$ cat src/rtl/de_write_buffer.sv
// Posted-write buffer between the drawing engine port and the shared framebuffer memory port.
// Optional define DE_WBUF_MERGE_EN merges a same-address write into the FIFO tail entry.
module de_write_buffer #(
    parameter int DEPTH = 4
) (
    input  logic        clk_i,
    input  logic        reset_i,
    input  logic        de_req_i,
    output logic        de_ack_o,
    input  logic [17:0] de_addr_i,
    input  logic [3:0]  de_nbyte_i,
    input  logic        de_rnw_i,
    input  logic [31:0] de_w_data_i,
    output logic [31:0] de_r_data_o,
    output logic        mem_req_o,
    input  logic        mem_gnt_i,
    output logic [17:0] mem_addr_o,
    output logic [3:0]  mem_nbyte_o,
    output logic        mem_rnw_o,
    output logic [31:0] mem_w_data_o,
    input  logic [31:0] mem_r_data_i,
    output logic        busy_o
);
    localparam int PW = (DEPTH > 1) ? $clog2(DEPTH) : 1;
    localparam int CW = PW + 1;
    localparam logic [CW-1:0] DEPTH_C = CW'(DEPTH);

    typedef enum logic [1:0] {IDLE, WR, RD} state_e;

    state_e        state_q;
    logic          mem_req_q;
    logic [PW-1:0] head_q, tail_q;
    logic [CW-1:0] count_q, count_d;
    logic [17:0]   rd_addr_q;
    logic [3:0]    rd_nbyte_q;

    logic [17:0]   addr_q  [DEPTH];
    logic [3:0]    nbyte_q [DEPTH];
    logic [31:0]   data_q  [DEPTH];

    logic wr_req, merge, wr_ack, push, pop, rd_done;

    assign wr_req  = de_req_i & ~de_rnw_i;
`ifdef DE_WBUF_MERGE_EN
    logic [PW-1:0] tail_last;
    assign tail_last = tail_q - PW'(1);
    // count >= 2 guarantees the tail is not the head entry currently on the bus
    assign merge = wr_req && (count_q >= CW'(2)) && (addr_q[tail_last] == de_addr_i);
`else
    assign merge = 1'b0;
`endif
    assign wr_ack  = wr_req & ((count_q < DEPTH_C) | merge);
    assign push    = wr_ack & ~merge;
    assign pop     = (state_q == WR) & mem_gnt_i;
    assign rd_done = (state_q == RD) & mem_gnt_i;
    assign count_d = count_q + CW'(push) - CW'(pop);

    always_ff @(posedge clk_i) begin
        if (push) begin
            addr_q[tail_q]  <= de_addr_i;
            nbyte_q[tail_q] <= de_nbyte_i;
            data_q[tail_q]  <= de_w_data_i;
        end
`ifdef DE_WBUF_MERGE_EN
        if (merge) begin
            nbyte_q[tail_last] <= nbyte_q[tail_last] & de_nbyte_i;
            for (int i = 0; i < 4; i++) begin
                if (!de_nbyte_i[i]) data_q[tail_last][8*i +: 8] <= de_w_data_i[8*i +: 8];
            end
        end
`endif
    end

    always_ff @(posedge clk_i or posedge reset_i) begin
        if (reset_i) begin
            state_q    <= IDLE;
            mem_req_q  <= 1'b0;
            head_q     <= '0;
            tail_q     <= '0;
            count_q    <= '0;
            rd_addr_q  <= '0;
            rd_nbyte_q <= 4'hF;
        end else begin
            if (push) tail_q <= tail_q + PW'(1);
            if (pop)  head_q <= head_q + PW'(1);
            count_q <= count_d;
            case (state_q)
                IDLE: begin
                    // A write being accepted this cycle starts the drain on the next one
                    if ((count_q != '0) || push) begin
                        state_q   <= WR;
                        mem_req_q <= 1'b1;
                    end else if (de_req_i && de_rnw_i) begin
                        rd_addr_q  <= de_addr_i;
                        rd_nbyte_q <= de_nbyte_i;
                        state_q    <= RD;
                        mem_req_q  <= 1'b1;
                    end
                end
                WR: begin
                    if (pop && (count_d == '0)) begin
                        state_q   <= IDLE;
                        mem_req_q <= 1'b0;
                    end
                end
                RD: begin
                    if (mem_gnt_i) begin
                        state_q   <= IDLE;
                        mem_req_q <= 1'b0;
                    end
                end
                default: begin
                    state_q   <= IDLE;
                    mem_req_q <= 1'b0;
                end
            endcase
        end
    end

    always_comb begin
        mem_addr_o   = '0;
        mem_nbyte_o  = 4'hF;
        mem_rnw_o    = 1'b0;
        mem_w_data_o = '0;
        case (state_q)
            WR: begin
                mem_addr_o   = addr_q[head_q];
                mem_nbyte_o  = nbyte_q[head_q];
                mem_w_data_o = data_q[head_q];
            end
            RD: begin
                mem_addr_o  = rd_addr_q;
                mem_nbyte_o = rd_nbyte_q;
                mem_rnw_o   = 1'b1;
            end
            default: ;
        endcase
    end

    assign mem_req_o   = mem_req_q;
    assign de_ack_o    = wr_ack | rd_done;
    assign de_r_data_o = rd_done ? mem_r_data_i : '0;
    assign busy_o      = (count_q != '0) || (state_q != IDLE);

endmodule

$ cat config.mk
export PLATFORM = sky130hd
export DESIGN_NAME = de_write_buffer
export DESIGN_NICKNAME = d
export VERILOG_FILES = /design/src/rtl/de_write_buffer.sv
export SDC_FILE = /design/constraint.sdc
export NUM_CORES = 1
export LEC_CHECK = 0
export BUFFER_PORTS_ARGS = -buffer_cell sky130_fd_sc_hd__buf_2
export CAP_MARGIN = 20
export CORE_UTILIZATION = 51
export CTS_BUF_LIST = sky130_fd_sc_hd__clkbuf_8
export DETAILED_ROUTE_END_ITERATION = 10
export PLACE_DENSITY = 0.74
export SYNTH_ARGS = -nofsm -noshare
export SYNTH_HDL_FRONTEND = slang
export SYNTH_SLANG_ARGS = --single-unit
$ cat constraint.sdc
create_clock -name clk_i -period 4.3 [get_ports clk_i]
set_input_delay 0.86 -clock clk_i [delete_from_list [all_inputs] [get_ports clk_i]]
set_output_delay 0.86 -clock clk_i [all_outputs]
set_load 0.01 [all_outputs]
Word-level counts from Yosys, hierarchy flattened
Memories as Yosys holds them, arrays and structs flattened.
Index checks and enable logic that the tools add are counted.
- add/sub/neg operators: 4
- magnitude comparators: 1
- equal/unequal tests: 5
- multiplexer cells: 17
- bitwise gates (word level): 7
- reduce and logical (&&, ||, !) cells: 10
- operators with widths (operator ; count):
    $mux 32 ; 2
    $pmux 18 s2 ; 1
    $mux 2 ; 4
    $pmux 4 s2 ; 1
    $mux 1 ; 7
    $pmux 2 s3 ; 1
    $reduce_and 3->1 ; 2
    $add 2x1->2 const B ; 2
    $and 1x1->1 ; 4
    $add 3x1->3 ; 1
    $logic_not 3->1 ; 1
    $lt 3x3->1 const B ; 1
    $ne 3x3->1 const B ; 1
    $pmux 1 s3 ; 1
    $reduce_bool 3->1 ; 1
    $sub 3x1->3 ; 1
    $eq 2x1->1 const B ; 1
    $eq 2x2->1 const B ; 1
    $logic_and 1x1->1 ; 2
    $logic_not 2->1 ; 1
    $logic_or 1x1->1 ; 2
    $ne 2x1->1 const B ; 1
    $ne 2x2->1 const B ; 1
    $not 1->1 ; 2
    other kinds (2) ; 2
- flip-flop bits (word level): 32
- memory bits (writable): 216
- bits of input ports: 91
- output and inout port bits: 90
- word-level logic and storage cells: 54
- memories: 3
- memories (memory ; words ; bits a word ; read ports ; clocked after memory_dff ; write ports ; RTL line ; source):
    data_q ; 4 ; 32 ; 1 ; 0 ; 1 ; 39 ; logic [31:0] data_q [DEPTH];
    addr_q ; 4 ; 18 ; 1 ; 0 ; 1 ; 37 ; logic [17:0] addr_q [DEPTH];
    nbyte_q ; 4 ; 4 ; 1 ; 0 ; 1 ; 38 ; logic [3:0] nbyte_q [DEPTH];

Longest topological paths before layout
- word-level depth: 9
- mapped depth: 13
- depth with buffers taken out: 12

Worst setup path before layout
Ideal clock, no wire load.
- kind: input port to flip-flop
- start point: input de_rnw_i
- end point: register state_q[0]
- setup time: 0.122 ns
- data arrival time: 3.162 ns
- data required time: 4.178 ns
- path slack: 1.016 ns
- stages on the path: 11
- buffers on the path: 0
- cell sequence: nor3b_1 > inv_1 > ha_1 > inv_1 > ha_1 > inv_1 > fa_1 > nand2b_1 > o32ai_4 > o21ai_2 > a32o_1
- word-level cells in the longest chain between the ends: 9
- elaborated cells on any way between the ends: 14
- those cells by class: add/sub: 2; eq/ne: 2; mux: 2; bitwise: 3; reduce/logical: 5
- ends and longest elaborated chain (item ; RTL line ; source):
    from (decl) ; 12 ; input logic de_rnw_i,
    $not 1->1 ; 43 ; assign wr_req = de_req_i & ~de_rnw_i;
    $and 1x1->1 ; 43 ;
    $and 1x1->1 ; 52 ; assign wr_ack = wr_req & ((count_q < DEPTH_C) | merge);
    $add 3x1->3 ; 56 ; assign count_d = count_q + CW'(push) - CW'(pop);
    $sub 3x1->3 ; 56 ;
    $logic_not 3->1 ; 101 ; if (pop && (count_d == '0)) begin
    $logic_and 1x1->1 ; 101 ;
    $ne 2x1->1 (no line) ; n/a ;
    $reduce_and 3->1 (no line) ; n/a ;
    to (signal assigned) ; 102 ; state_q <= IDLE;
    to (signal assigned) ; 108 ; state_q <= IDLE;
    to (signal assigned) ; 113 ; state_q <= IDLE;
    to (decl) ; 30 ; state_e state_q;
Parallel ways exist; a longest one is shown, timed or not.
A chain may end at the register's enable or synchronous reset.

Final worst setup path
- start point: register head_q[0]
- end point: output mem_addr_o[4]
- word-level cells in the longest chain between the ends: 2
- ends and longest elaborated chain (item ; RTL line ; source):
    from (decl) ; 32 ; logic [PW-1:0] head_q, tail_q;
    from (signal assigned) ; 85 ; if (pop) head_q <= head_q + PW'(1);
    $mem_v2 4x18 ; n/a ;
    $pmux 18 s2 ; 125 ; case (state_q)
    to (decl) ; 17 ; output logic [17:0] mem_addr_o,
No other way between the ends.

==> results.cfg <==
[sta]
holdWs_ns = 0.4345
finClkSkew_ns = 0.01336
final-setup-viol-count = 0
finalCriticalPeriod_ns = 3.393
clock.fmax_mhz = 294.7
finalHoldViolCount = 0
fin_crit_sh_pct = 78.91
worstMarginPinSlew_ns = 1.001
slew_violations = 0
maxSlewHeadroom_pct = 33.28
setup_tns_ns = 0
postLayoutSetupSlackWorst_ns = 0.9069
rsz0062_at_grt = no

[power]
power.density_nw_per_um2 = 587.7
ir_worst_vdd_mv = 0.4286
p_leak_nw = 4.677
power_mw = 7.044

[final_layout]
layout-drive-gt1-share_pct = 43.52
utilization_pct = 61.78
syn2layout_area_growth_pct = 18.92
n_fill_cell = 1450
regArea_um2 = 7297
multi_input_area_um2 = 2544
final_cell_mix = edfxtp_1, buf_2, mux4_2
mostFrequentLayoutCell = edfxtp_1
layout.nets = 820

[cts]
cts_tree = done
cts_resized = 0
root_buffer = clkbuf_8
clk_latency_ns = 0.52
cts.clk_slew.worst_paths_ns = 0.06
clock_sink_count = 248
clock_path_buffers = 3
htree_levels = 2
postCtsHoldBufs = 0
post-cts-setup-buffer-count = 0
numCtsBuffers = 40

[floorplanning]
die_area_um2 = 20330
rows = 51
io-pin-count = 181
fp.coreArea_um2 = 19400
die_w_um = 142.6
die_y_um = 142.6
initial_utilization_pct = 51.95

[route]
num_vias = 5461
routedWlPerCell_um = 19.97
finalWirelength_um = 20270
ant_nets = 0
drc = 0
drtIter0Drc = 223
dr.pass1.iters = 4
vias_per_cell = 5.380

[synthesis]
synth-seq-cells = 248
netlist_area_um2 = 10080
synthMuxAreaShare_pct = 14.71
netlist_instances = 516
yosysSeqAreaShare_pct = 72.35
synth_area_per_cell_um2 = 19.53
synth_nets = 617
synth_top_family_by_area = multiplexers
synth_simple_gate_area_share_pct = 6.592
synthAdderAreaFrac_pct = 1.316
post_synth_xor_area_fraction_pct = 0.4966
yosys_warnings = 0
synth_cell_types = 34
synth_compound_area_share_pct = 2.024

[critical_path]
crit_chain = buf_12, mux4_2, a22oi_1, nor2b_1, buf_2
critPathKind = reg -> out
crit_path_max_incr_delay_ns = 0.70
crit_fanout = 36
r2r_start = state_q[1]$_DFFE_PP0P_
cp.required_ns = 3.44
critPathLaunchType = flop
cp_slowest_cell = dfrtp_4
worstPathArrival_ns = 2.53
startpoint = head_q[0]$_DFFE_PP0P_
end_kind = output port

[worst_hold_path]
min_path_type = in -> async

[global_route]
grt_pass1_wl_um = 30750
antenna_found_initial = 2
grt_max_degree = 58
gr-usage-all-layers_pct = 20.53
grt-ovfl-total = 0
grt_pass1_vias = 5841

[run]
maxCapViolCount = 0

[placed_design]
place_congestion = 0.7227
dp_hpwl_um = 12310
dp_slack_ns = 1.008
port_buffers = 180

[outcome]
outcome = finished clean
## metal layers
layer | global-route usage, % | wire length, um
met4 | 5.886 | 276
met3 | 5.417 | 1423
met2 | 36.51 | 10430
met5 | 0 | 13
met1 | 24.58 | 8119
## cell usage after synthesis (all sizes together)
master     n  area, um2
a22oi     18      135.1
xor2       1      8.760
inv       10      37.54
a32o       1      10.01
clkbuf    16      60.06
nor2b     19      118.9
and2      37      231.5
o32ai      1      27.53
fa         1      20.02
and3      32      200.2
edfxtp   216       6486
a22o       1      8.760
xor3       1      23.77
xnor2      2      17.52
nand2     16      60.06
mux2      22      247.7
nor3       1      10.01
o21ai      2      13.76
mux4      54       1235
nor3b      1      7.510
o2bb2ai    1      8.760
ha         9      112.6
nand3      4      20.02
nand2b     1      6.260
dfstp      4      105.1
buf       15      155.2
dfrtp     28      700.7
nor2       2      10.01
## registers in the layout (all words and copies together), names as in the netlist
signal and cells:
addr_q 72, count_q 3, data_q 128, head_q 2, mem_req_o 1, nbyte_q 16
rd_addr_q 18, rd_nbyte_q 4, state_q 2, tail_q 2
## final cells by class
cell class	instances	area share (%)
sequential	248	60.88
multi-input combinational	227	21.22
timing repair buffer	192	8.790
clock buffer	44	5.053
tap	265	2.766
clock inverter	28	0.9500
inverter	10	0.3132
antenna	1	0.02088
## per-stage QoR
stage / std cells / area (um2)
after floorplan: 516 / 10080
after global placement: 942 / 11260
after detailed placement: 942 / 11260
after CTS: 1014 / 11980
after global routing: 1015 / 11990
final: 1015 / 11990
## worst paths after layout
kind | depth (start not counted) | endpoint | slack (ns)
max in group asynchronous | 3 | rd_addr_q[11]$_DFFE_PP0P_ | 3.13
min | 2 | rd_addr_q[7]$_DFFE_PP0P_ | 0.43
max | 5 | mem_addr_o[4] | 0.91
min in group clk_i | 1 | mem_req_o$_DFFE_PP0P_ | 0.50
max reg2reg | 12 | state_q[0]$_DFFE_PP0P_ | 1.56
min reg2reg | 1 | mem_req_o$_DFFE_PP0P_ | 0.50
## cells by family after synthesis
group / count (synthesis)
simple gates: 113
buf+inv: 41
xor+xnor: 4
fa+ha+maj: 10
mux: 76
compound gates: 24
flops: 248
## critical path: cells and delay by family, from the launching register on
family / cells / cell delay [ns]
compound gates: 1 / 0.18
buf+inv: 2 / 0.50
flops: 1 / 0.70
mux: 1 / 0.54
simple gates: 1 / 0.09
## power breakdown
group | leakage (nW) | internal (mW) | switching [mW]
logic | 1.91 | 1.07 | 1.00
clock network | 0.439 | 0.936 | 0.848
registers | 2.33 | 2.94 | 0.243
total | 4.68 | 4.95 | 2.10
(Power assumes the default switching activity.)
